<file path="config.mk">
export PLATFORM = sky130hd
export DESIGN_NAME = hazard_scoreboard
export DESIGN_NICKNAME = d
export VERILOG_FILES = /design/src/rtl/hazard_pkg.sv /design/src/rtl/reg_match.sv /design/src/rtl/hazard_scoreboard.sv
export SDC_FILE = /design/constraint.sdc
export NUM_CORES = 1
export LEC_CHECK = 0
export CAP_MARGIN = 40
export CORE_MARGIN = 2
export CORE_UTILIZATION = 40
export CTS_CLUSTER_DIAMETER = 60
export DETAILED_ROUTE_END_ITERATION = 8
export PLACE_DENSITY_LB_ADDON = 0.1
export SLEW_MARGIN = 20
export SYNTH_ARGS = -nofsm -noshare
export SYNTH_HDL_FRONTEND = slang
export SYNTH_SLANG_ARGS = --single-unit
</file>
<file path="constraint.sdc">
create_clock -name clk -period 2.3 [get_ports clk]
set_clock_uncertainty 0.1 [all_clocks]
set_input_delay 0.46 -clock clk [delete_from_list [all_inputs] [get_ports clk]]
set_output_delay 0.46 -clock clk [all_outputs]
set_load 0.03 [all_outputs]
</file>
<file path="src/rtl/hazard_pkg.sv">
// Shared encodings for the hazard scoreboard: forwarding mux selects and
// the mult/div tracker state.
package hazard_pkg;

    localparam logic [1:0] FWD_NONE = 2'b00;
    localparam logic [1:0] FWD_WB   = 2'b01;
    localparam logic [1:0] FWD_MEM  = 2'b10;

    typedef enum logic {
        MD_IDLE = 1'b0,
        MD_BUSY = 1'b1
    } md_state_e;

endpackage

</file>
<file path="src/rtl/reg_match.sv">
// Register dependency comparator: hit when the source is a real register
// (not r0), equals the destination, and the destination is being written.
module reg_match #(
    parameter int REG_AW = 5
) (
    input  logic [REG_AW-1:0] s_i,
    input  logic [REG_AW-1:0] d_i,
    input  logic              en_i,
    output logic              hit_o
);

    assign hit_o = en_i && (s_i != '0) && (s_i == d_i);

endmodule

</file>
<file path="src/rtl/hazard_scoreboard.sv">
// Pipeline hazard unit: operand forwarding, load/branch/mult-div stalls,
// a fixed-latency mult/div result tracker and a saturating stall counter.
module hazard_scoreboard
    import hazard_pkg::*;
#(
    parameter int REG_AW = 5,
    parameter int MD_LAT = 4,
    parameter int CNT_W  = 16
) (
    input  logic              clk,
    input  logic              reset,
    input  logic [REG_AW-1:0] RsD,
    input  logic [REG_AW-1:0] RtD,
    input  logic              BranchD,
    input  logic              MdReqD,
    input  logic [REG_AW-1:0] RsE,
    input  logic [REG_AW-1:0] RtE,
    input  logic [REG_AW-1:0] WriteRegE,
    input  logic              RegWriteE,
    input  logic              MemtoRegE,
    input  logic              MdStartE,
    input  logic [REG_AW-1:0] WriteRegM,
    input  logic              RegWriteM,
    input  logic              MemtoRegM,
    input  logic [REG_AW-1:0] WriteRegW,
    input  logic              RegWriteW,
    output logic [1:0]        ForwardAE,
    output logic [1:0]        ForwardBE,
    output logic              ForwardAD,
    output logic              ForwardBD,
    output logic              StallF,
    output logic              StallD,
    output logic              FlushE,
    output logic              MdBusy,
    output logic              MdDoneW,
    output logic [REG_AW-1:0] MdWriteRegW,
    output logic [CNT_W-1:0]  StallCount
);

    localparam int          NCMP    = 12;
    localparam logic [3:0]  MD_LOAD = 4'(MD_LAT - 1);

    // Comparator slots; source/dest/enable vectors below are ordered 11..0.
    localparam int C_AE_M = 0, C_AE_W = 1, C_BE_M = 2, C_BE_W = 3;
    localparam int C_AD_M = 4, C_BD_M = 5, C_SD_E = 6, C_TD_E = 7;
    localparam int C_SD_L = 8, C_TD_L = 9, C_SD_MD = 10, C_TD_MD = 11;

    logic [NCMP-1:0][REG_AW-1:0] cmp_s, cmp_d;
    logic [NCMP-1:0]             cmp_en, hit;

    md_state_e             state_q, state_d;
    logic [3:0]            cnt_q, cnt_d;
    logic [REG_AW-1:0]     mdreg_q, mdreg_d;
    logic [CNT_W-1:0]      scnt_q, scnt_d;
    logic                  lwstall, brstall, mdstall, stall;

    assign cmp_s  = {RtD, RsD, RtD, RsD, RtD, RsD, RtD, RsD, RtE, RtE, RsE, RsE};
    assign cmp_d  = {mdreg_q, mdreg_q, WriteRegM, WriteRegM, WriteRegE, WriteRegE,
                     WriteRegM, WriteRegM, WriteRegW, WriteRegM, WriteRegW, WriteRegM};
    assign cmp_en = {1'b1, 1'b1, MemtoRegM, MemtoRegM, RegWriteE, RegWriteE,
                     RegWriteM, RegWriteM, RegWriteW, RegWriteM, RegWriteW, RegWriteM};

    for (genvar i = 0; i < NCMP; i++) begin : g_cmp
        reg_match #(.REG_AW(REG_AW)) u_match (
            .s_i  (cmp_s[i]),
            .d_i  (cmp_d[i]),
            .en_i (cmp_en[i]),
            .hit_o(hit[i])
        );
    end

    // Memory stage holds the younger result, so it takes priority.
    assign ForwardAE = hit[C_AE_M] ? FWD_MEM : hit[C_AE_W] ? FWD_WB : FWD_NONE;
    assign ForwardBE = hit[C_BE_M] ? FWD_MEM : hit[C_BE_W] ? FWD_WB : FWD_NONE;
    assign ForwardAD = hit[C_AD_M];
    assign ForwardBD = hit[C_BD_M];

    assign MdBusy      = (state_q == MD_BUSY);
    assign MdDoneW     = MdBusy && (cnt_q == 4'd0);
    assign MdWriteRegW = mdreg_q;

    assign lwstall = MemtoRegE && (hit[C_SD_E] || hit[C_TD_E]);
    assign brstall = BranchD && (hit[C_SD_E] || hit[C_TD_E] || hit[C_SD_L] || hit[C_TD_L]);
    assign mdstall = MdBusy && !MdDoneW && (hit[C_SD_MD] || hit[C_TD_MD] || MdReqD);
    assign stall   = lwstall || brstall || mdstall;

    assign StallF     = stall;
    assign StallD     = stall;
    assign FlushE     = stall;
    assign StallCount = scnt_q;

    always_comb begin
        state_d = state_q;
        cnt_d   = cnt_q;
        mdreg_d = mdreg_q;
        case (state_q)
            MD_IDLE: begin
                if (MdStartE) begin
                    state_d = MD_BUSY;
                    cnt_d   = MD_LOAD;
                    mdreg_d = WriteRegE;
                end
            end
            MD_BUSY: begin
                if (cnt_q != 4'd0) begin
                    cnt_d = cnt_q - 4'd1;
                end else if (MdStartE) begin
                    // Back-to-back issue on the writeback cycle: no idle bubble.
                    cnt_d   = MD_LOAD;
                    mdreg_d = WriteRegE;
                end else begin
                    state_d = MD_IDLE;
                end
            end
            default: state_d = MD_IDLE;
        endcase
    end

    always_comb begin
        scnt_d = scnt_q;
        if (stall && (scnt_q != '1)) scnt_d = scnt_q + 1'b1;
    end

    always_ff @(posedge clk) begin
        if (reset) begin
            state_q <= MD_IDLE;
            cnt_q   <= 4'd0;
            mdreg_q <= '0;
            scnt_q  <= '0;
        end else begin
            state_q <= state_d;
            cnt_q   <= cnt_d;
            mdreg_q <= mdreg_d;
            scnt_q  <= scnt_d;
        end
    end

endmodule
</file>
After elaboration in Yosys (flattened, before gate mapping) --
Cells that the tools add are included.
Word-level totals: bits in registers 26, output and inout bits 32, logic and storage cells 74
Operators by class: add/subtract/negate cells 2, equality and inequality tests 12, multiplexer cells 13, bitwise logic cells 1, reductions and logical operators 42
Operator list (number):
- $eq A5 B5 Y1 | 10
- $logic_and A1 B1 Y1 | 28
- $reduce_bool A5 Y1 | 4
- $add A16 B1 Y16 const B | 1
- $ne A16 B16 Y1 const B | 1
- $mux W5 | 2
- $pmux W5 S2 | 1
- $mux W4 | 2
- $pmux W4 S2 | 1
- $logic_or A1 B1 Y1 | 7
- $logic_not A4 Y1 | 1
- $mux W1 | 4
- $mux W2 | 2
- $reduce_bool A4 Y1 | 1
- $sub A4 B1 Y4 const B | 1
- $ne A2 B2 Y1 const B | 1
- $pmux W1 S2 | 1
- $logic_not A1 Y1 | 1
- $not A1 Y1 | 1

Longest topological paths before layout --
Gate-level depths: netlist of run 1.
depth after elaboration 10, mapped depth 10

Modules after synthesis --
Synthesis of run 1 repeated with hierarchy kept, for this count alone.
Second synthesis, totals: cells, all modules 267, area total of the unflattened synthesis 2179.6 µm²
By module, submodules not included:
- hazard_scoreboard | instances 1, cells each 147, area each 1263.7 µm², sequential area each 520.5 µm²
- reg_match | instances 12, cells each 10, area each 76.3 µm², sequential area each 0.0 µm²

Least setup slack after synthesis of run 1 --
OpenSTA, ideal clock, no wires.
path kind in2out, from in RsE[0], to out ForwardAE[0], arrival 2.153 ns, required time 1.740 ns, slack -0.413 ns, stages on the path 4, buffers on the path 0, cell sequence or4_1 nor2_1 nor4_1 nor4_1
On the way: elaborated cells on any way between the ends 9
RTL lines:
- from (decl) | line hazard_scoreboard.sv:16 | input logic [REG_AW-1:0] RsE,
- $reduce_bool A5 Y1 | line reg_match.sv:12 | assign hit_o = en_i && (s_i != '0) && (s_i == d_i);
- $logic_and A1 B1 Y1 | line reg_match.sv:12
- $logic_and A1 B1 Y1 * | line reg_match.sv:12
- via g_cmp[0].u_match.hit_o | line reg_match.sv:9 | output logic hit_o
- $mux W2 * | line hazard_scoreboard.sv:73 | assign ForwardAE = hit[C_AE_M] ? FWD_MEM : hit[C_AE_W] ? FWD_WB : FWD_NONE;
- to (decl) | line hazard_scoreboard.sv:27 | output logic [1:0] ForwardAE,
The timed path passes the listed nets; every way through them passes the cells marked *.

Worst setup path after layout of run 1 --
from in RsD[0], to out StallF
On the way: longest elaborated chain between the ends 9, elaborated cells on any way between the ends 19
Ends and longest elaborated chain:
- from (decl) | line hazard_scoreboard.sv:12 | input logic [REG_AW-1:0] RsD,
- $reduce_bool A5 Y1 | line reg_match.sv:12
- $logic_and A1 B1 Y1 (2 in a row) | line reg_match.sv:12
- $logic_or A1 B1 Y1 | line hazard_scoreboard.sv:82, hazard_scoreboard.sv:83
- $logic_or A1 B1 Y1 (2 in a row) | line hazard_scoreboard.sv:83 | assign brstall = BranchD && (hit[C_SD_E] || hit[C_TD_E] || hit[C_SD_L] || hit[C_TD_L]);
- $logic_and A1 B1 Y1 | line hazard_scoreboard.sv:83
- $logic_or A1 B1 Y1 | line hazard_scoreboard.sv:85 | assign stall = lwstall || brstall || mdstall;
- $logic_or A1 B1 Y1 * | line hazard_scoreboard.sv:85
- to (decl) | line hazard_scoreboard.sv:31 | output logic StallF,
Every way passes the cells marked *; elsewhere a longest branch is shown, timed or not.

==> reports/metrics.cfg, run 1 <==
[clock_network]
clock_path_buffers=2
cts_sinks=26
htreeDepth=1
numCtsBuffers=3
clk_pin_slew_ps=110
cts-hold-fix-buffers=0
ctsRootBufferMaster=clkbuf_8
clock_latency_ps=280
cts_tree=built

[setup_path]
cp_common_cell=buf_6
cp-start-kind=input pin
endpoint_kind=output pin
critical_path_class=in2out
path_cells=buf_6, or4_4, nor2_4, nor4_4, o211ai_1, o221a_4, inv_8, buf_6
crit_fanout=4
crit_required_ps=1740
r2r_slack_ps=-60
max_stage_delay_ps=540
worstPathArrival_ps=1990
cp_slowest_cell=or4_4

[floorplanning]
die_area_um2=5560
num_rows=25
start_util_pct=41.9
boundaryPins=77
core_area_um2=4750
fp.dieH_um=74.5
die_width_um=74.5

[synthesis]
avgSynthCellArea_um2=8.06
synth_nets=294
synth_cells=247
yosys_warnings=0
ys_ff_latch=26
synth-seq-area-share_pct=26.1
synth_area_um2=1990
synthDistinctLibCells=39

[layout]
drive_above_1_share_pct=33.6
regArea_um2=520
nFillCells=407
antenna_cells=0
area_growth_pct=70.3
fin_util_pct=71.3
multiInputGateArea_um2=1580
nets=414
stdcell_count=433

[global_routing]
antenna_found_initial=0
track_usage_pct=23.9
overflow=0
grt_pass1_wl_um=10200
grt_pass1_vias=2155
grt_max_degree=23

[routing]
dr.pass1.iters=4
final_antenna_net_count=0
drc=0
drt-initial-drc-count=53
wl_per_cell_um=14.9
via_count=2208
routedLengthMet1_um=2760
met2_length_um=3360
top_layer=met4
routed_via_density=5.10
finalWirelength_um=6470
wl_met3_um=273

[placed_design]
hpwl_um=4960
placed_cells=425
gp_congestion=0.888
numPortBuffers=76

[timing]
fin_crit_ps=2550
fin_ws_ps=-252
worst_slew_pin_slew_ps=573
slew_violations=0
holdWs_ps=406
max_slew_margin_pct=61.7
fmax_ghz=0.392
fin_crit_sh_pct=111
rsz0062_at_grt=yes
hold_viol=0
final-setup-viol-count=17

[pwr]
power_leakage_uw=0.00132
ir_drop_v=0.000323
power_density_nw_per_um2=392

[min_path]
hold_class=reg2reg

[flow_run]
drv_cap=0

[run_status]
failed_checks=negative setup slack
status=complete, but fails checks

==> worst paths after layout <==
check / startpoint / end / depth (start not counted)
max: RsD[0] / StallF / 8
min reg2reg: StallCount[10] / StallCount[10] / 2
max reg2reg: MdWriteRegW[1] / StallCount[15] / 8
min: StallCount[10] / StallCount[10] / 2
==> through the flow <==
| step | setup WS, ps | cell area [µm²] | setup TNS [ps] | power (µW) |
|---|---|---|---|---|
| floorplan | -162 | 2050 | -790 | 697 |
| global placement | -998 | 3170 | -14440 | 917 |
| detailed placement | -1030 | 3170 | -15380 | 925 |
| finish | -252 | 3390 | -2820 | 1330 |
| global route | -320 | 3390 | -4050 | 1390 |
| CTS | -242 | 3350 | -2700 | 1320 |
==> sequential cells by signal, indices dropped and copies added (netlist names) <==
name         flops
StallCount      16
MdWriteRegW      5
cnt_q            4
MdBusy           1
==> kinds of logic (layout without fill, tap and decap cells) <==
kind of cell               count (synthesis)  count (layout)  synth area share, %
xor gates and xnor gates                  51              51                 22.4
muxes                                      6               6                 4.27
and+or+nand+nor                          108             108                 29.6
AOI/OAI and AO/OA                         35              35                 11.2
buffers and inverters                     19             138                 5.09
adders and majority gates                  2               2                 1.26
DFF                                       26              26                 26.1
==> critical path: cells and delay by family <==
family	cells	cell delay [ps]
buffers and inverters	3	260
AND/OR/NAND/NOR	3	790
AO/OA/AOI/OAI	2	480
==> placed cells by master (no fill, tap or decap), types with 6 or more instances in the layout <==
cell              n
buf_6            15
nand4_1           8
dfxtp_1          26
o31ai_1           6
nand3_1          13
nand2_1          17
clkdlybuf4s50_1  37
a21oi_1          15
dlygate4sd2_1     9
buf_2             7
buf_4            51
nor2_1           16
xor2_1           18
xnor2_1          30
clkbuf_2          8
or4_1             6
==> what timing repair did <==
action	in CTS	in global routing
setup endpoints to repair	26	24
buffers inserted	6	2
pin swaps	23	12
resized for setup	120	25
==> routing by layer <==
metal,vias to the layer above,track usage (%)
met5,-,0
met4,0,5.56
met3,8,3.25
met2,58,41.6
met1,1025,31.3
li1,1117,-
==> cell usage after synthesis <==
cell type / n / area, µm²
a211oi_1: 2 / 15.0
a21oi_1: 18 / 90.1
a22oi_1: 1 / 7.51
a311oi_1: 2 / 17.5
and2_0: 1 / 6.26
and2_1: 5 / 31.3
and3_1: 3 / 18.8
and4_1: 2 / 17.5
buf_1: 2 / 7.51
buf_4: 4 / 30.0
buf_6: 2 / 22.5
clkbuf_1: 6 / 22.5
dfxtp_1: 26 / 521
ha_1: 2 / 25.0
inv_1: 4 / 15.0
inv_2: 1 / 3.75
mux2_4: 5 / 75.1
mux2i_1: 1 / 10.0
nand2_1: 17 / 63.8
nand2b_1: 1 / 6.26
nand3_1: 13 / 65.1
nand4_1: 8 / 50.1
nand4b_1: 1 / 8.76
nor2_1: 18 / 67.6
nor2_2: 2 / 12.5
nor2b_1: 5 / 31.3
nor3_1: 9 / 45.0
nor3b_1: 2 / 15.0
nor4_1: 8 / 50.1
nor4_2: 1 / 12.5
o211ai_1: 1 / 7.51
o21ai_0: 3 / 15.0
o21ai_1: 1 / 5.00
o221a_4: 1 / 20.0
o31ai_1: 6 / 45.0
or3_1: 2 / 12.5
or4_1: 10 / 75.1
xnor2_1: 31 / 272
xor2_1: 20 / 175
==> report_power, final <==
group          internal [µW]  leakage [µW]  total (µW)  switching [µW]
logic                    231       0.00107         463             232
clock network            233     0.0000357         389             156
registers                464      0.000211         477            13.1
==> cell type report <==
class	count	share of cell area, %
flip-flops and latches	26	15.4
multi-input cells	202	46.7
repair buffers	129	32.6
clock inverters	1	0.886
clock buffers	3	1.22
well taps	67	2.47
inverters	5	0.775
No activity file was read; power rests on OpenSTA's default activity.
==> run 2: changes to the inputs <==
--- a/config.mk
+++ b/config.mk
@@ -5,7 +5,7 @@
 export SDC_FILE = /design/constraint.sdc
 export NUM_CORES = 1
 export LEC_CHECK = 0
-export CAP_MARGIN = 40
+export CAP_MARGIN = 30
 export CORE_MARGIN = 2
 export CORE_UTILIZATION = 40
 export CTS_CLUSTER_DIAMETER = 60
==> results of run 2 <==
Final layout, timing and power as in run 1 (identical DEF).
==> run 3: changes to the inputs <==
--- a/config.mk
+++ b/config.mk
@@ -7,10 +7,10 @@
 export LEC_CHECK = 0
 export CAP_MARGIN = 30
 export CORE_MARGIN = 2
-export CORE_UTILIZATION = 40
+export CORE_UTILIZATION = 44
 export CTS_CLUSTER_DIAMETER = 60
 export DETAILED_ROUTE_END_ITERATION = 8
-export PLACE_DENSITY_LB_ADDON = 0.1
+export PLACE_DENSITY = 0.8
 export SLEW_MARGIN = 20
 export SYNTH_ARGS = -nofsm -noshare
 export SYNTH_HDL_FRONTEND = slang
==> constraint.sdc (replaced) <==
create_clock -name clk -period 2.74 [get_ports clk]
set_clock_uncertainty 0.1 [all_clocks]
set_input_delay 0.548 -clock clk [delete_from_list [all_inputs] [get_ports clk]]
set_output_delay 0.548 -clock clk [all_outputs]
set_load 0.03 [all_outputs]
==> run 3 against run 2 <==
- the run now ends clean
- sequential share of layout area rose by 1.2 points
- via count increased by 0.68%
- die area is 8.6% lower
- global-route usage fell by 0.30 points
- power decreased by 24%
- register-to-register slack improved by 410 ps
- core utilization grew 1.1 points
- cell area decreased by 7.0%
- routed wire length is 4.1% lower
==> reports/metrics.cfg, run 3 (synthesis gave the netlist of run 1 again) <==
[clock_network]
cts_sinks=26  ; unchanged
htreeDepth=1  ; unchanged
clock_path_buffers=2  ; unchanged
clk_pin_slew_ps=90  ; -20 ps
clock_latency_ps=270  ; about the same
cts_tree=built
numCtsBuffers=3  ; unchanged
ctsRootBufferMaster=clkbuf_8

[global_routing]
top_usage_layer=met2
gr-usage-met2_pct=40.9  ; -0.65 points
track_usage_pct=23.6  ; -0.30 points
met1_usage_pct=29.2  ; -2.1 points
grt_pass1_wl_um=9640  ; -5.7%
grt_pass1_vias=2074  ; -3.8%
antenna_found_initial=0  ; unchanged
grt.met3_usage_pct=2.95  ; -0.30 points
grt_max_degree=23  ; unchanged
overflow=0  ; unchanged

[setup_path]
max_stage_delay_ps=540  ; about the same
startpoint=RtD[3]
cp_common_cell=buf_6
r2r_slack_ps=350  ; +410 ps
path_cells=buf_6, or4_4, nor2_4, nor4_4, o211ai_1, o221a_4, inv_4, buf_6
cp-start-kind=input pin
crit_buf_inv=3  ; unchanged
path_delay_family=simple AND/OR/NAND/NOR gates
endpoint_kind=output pin
reg2reg_depth=8  ; unchanged
cp.depth=8  ; unchanged
crit_fanout=5  ; +1
cp_slowest_cell=or4_4
reg2reg_from=MdWriteRegW[4]
reg2reg_to=StallCount[4]
crit_required_ps=2090  ; +350 ps
critical_path_class=in2out
worstPathArrival_ps=2090  ; +100 ps
crit_end=FlushE

[timing]
final-setup-viol-count=0  ; -17
max_slew_margin_pct=59.9  ; -1.8 points
tns_ps=0  ; +2820 ps
fin_ws_ps=2.70  ; +255 ps
hold_viol=0  ; unchanged
rsz0062_at_grt=yes
fmax_ghz=0.365
fin_crit_ps=2740
worst_slew_pin_slew_ps=599  ; +26.3 ps
fin_crit_sh_pct=99.9
slew_violations=0  ; unchanged

[floorplanning]
fp.dieH_um=71.3  ; -4.4%
num_rows=24  ; -4.0%
die_width_um=71.3  ; -4.4%
boundaryPins=77  ; unchanged
die_area_um2=5080  ; -8.6%
core_area_um2=4350  ; -8.4%
start_util_pct=45.7  ; +3.8 points

[layout]
antenna_cells=0  ; unchanged
final_common_cell=buf_4
drive_above_1_share_pct=23.6  ; -10 points
nets=399  ; -3.6%
largest_reg_flops=16  ; unchanged
final_cell_mix=buf_4, clkdlybuf4s50_1, xnor2_1, dfxtp_1, xor2_1
fin_util_pct=72.4  ; +1.1 points
area_growth_pct=58.3

[placed_design]
numPortBuffers=76  ; unchanged
gp_congestion=0.868  ; -2.2%
dp_slack_ps=-756  ; +276 ps
hpwl_um=4590  ; -7.5%

[pwr]
power.share.sequential_pct=40.2  ; +4.3 points
p_clk_share_pct=24.7  ; -4.5 points
power_uw=1000  ; -24%
p_comb_share_pct=35.0  ; about the same
p_sw_share_pct=30.9  ; +0.76 points
power_leakage_uw=0.00118  ; -11%
internal_power_uw=693  ; -25%
power_density_nw_per_um2=319  ; -19%
p_switching_uw=311  ; -23%
ir_drop_v=0.000351  ; +8.4%

[flow_run]
drv_cap=0  ; unchanged

[routing]
dr.pass1.iters=4  ; unchanged
routed_via_density=5.52  ; +8.2%
final_antenna_net_count=0  ; unchanged
drt-initial-drc-count=90  ; +70%
wl_per_cell_um=15.4  ; +3.0%
drc=0  ; unchanged
via_count=2223  ; +0.68%
finalWirelength_um=6210  ; -4.1%

[min_path]
hold_class=reg2reg

[run_status]
status=complete, no violations

## run 3: changes by cell type in the layout (fill, tap and decap cells not counted), sizes merged
cell,change
clkbuf,-5
bufinv,-1
buf,-24
clkdlybuf4s50,+2
dlygate4sd2,+8
clkdlybuf4s15,+5
## run 3: how the worst min path moves through the flow
| stage | start | slack [ps] | end | cells after the start |
|---|---|---|---|---|
| floorplan | cnt_q[0] | 370 | cnt_q[0] | 1 |
| global placement | StallCount[8] | 380 | StallCount[8] | 2 |
| detailed placement | cnt_q[0] | 390 | cnt_q[0] | 1 |
| CTS | cnt_q[0] | 410 | cnt_q[0] | 1 |
| global route | StallCount[10] | 430 | StallCount[10] | 2 |
| finish | StallCount[8] | 400 | StallCount[8] | 2 |
## run 3: repair_timing
item / 4_1_cts / 5_1_grt
resized for setup: 87 / 12
pin swaps: 21 / 8
hold buffers: 0 / 0
buffers inserted: 0 / 2
endpoints found under the setup margin: 20 / 11
gates cloned: 0 / 0
## run 3: power groups by stage
stage          registers, µW  logic, µW  clock network (µW)
2_1_floorplan            425        154                   0
3_3_place_gp             412        331                   0
3_5_place_dp             412        337                   0
4_1_cts                  404        339                 252
5_1_grt                  407        377                 268
6_report                 404        352                 248
## run 3: layer usage
| metal | routed length (µm) | vias to the layer above |
|---|---|---|
| li1 | - | 1091 |
| met1 | 2550 | 1039 |
| met2 | 3130 | 76 |
| met3 | 309 | 17 |
| met4 | 211 | 0 |
| met5 | 0 | - |
## run 3: area by class of cell
class | instances | area, µm²
clock buffers | 4 | 55.1
fillers | 346 | 1200
inverters | 5 | 21.3
multi-input cells | 202 | 1490
flip-flops and latches | 26 | 520
well taps | 52 | 65.1
repair buffers | 114 | 998
## run 3: through the flow
stage                     cells  hold slack [ps]  instance area, µm²
after floorplan             247              367                2010
after global routing        403              432                3150
after detailed placement    397              394                3010
final                       403              403                3150
after global placement      397              380                3010
after CTS                   401              407                3110
## run 3: worst register-to-register path: stages (launching register included)
cell	delay [ps]
dfxtp_1	400
xnor2_1	150
nand3_1	130
nor4_2	320
nor3_2	90
o221a_4	270
buf_4	200
or4_1	520
a21oi_1	160
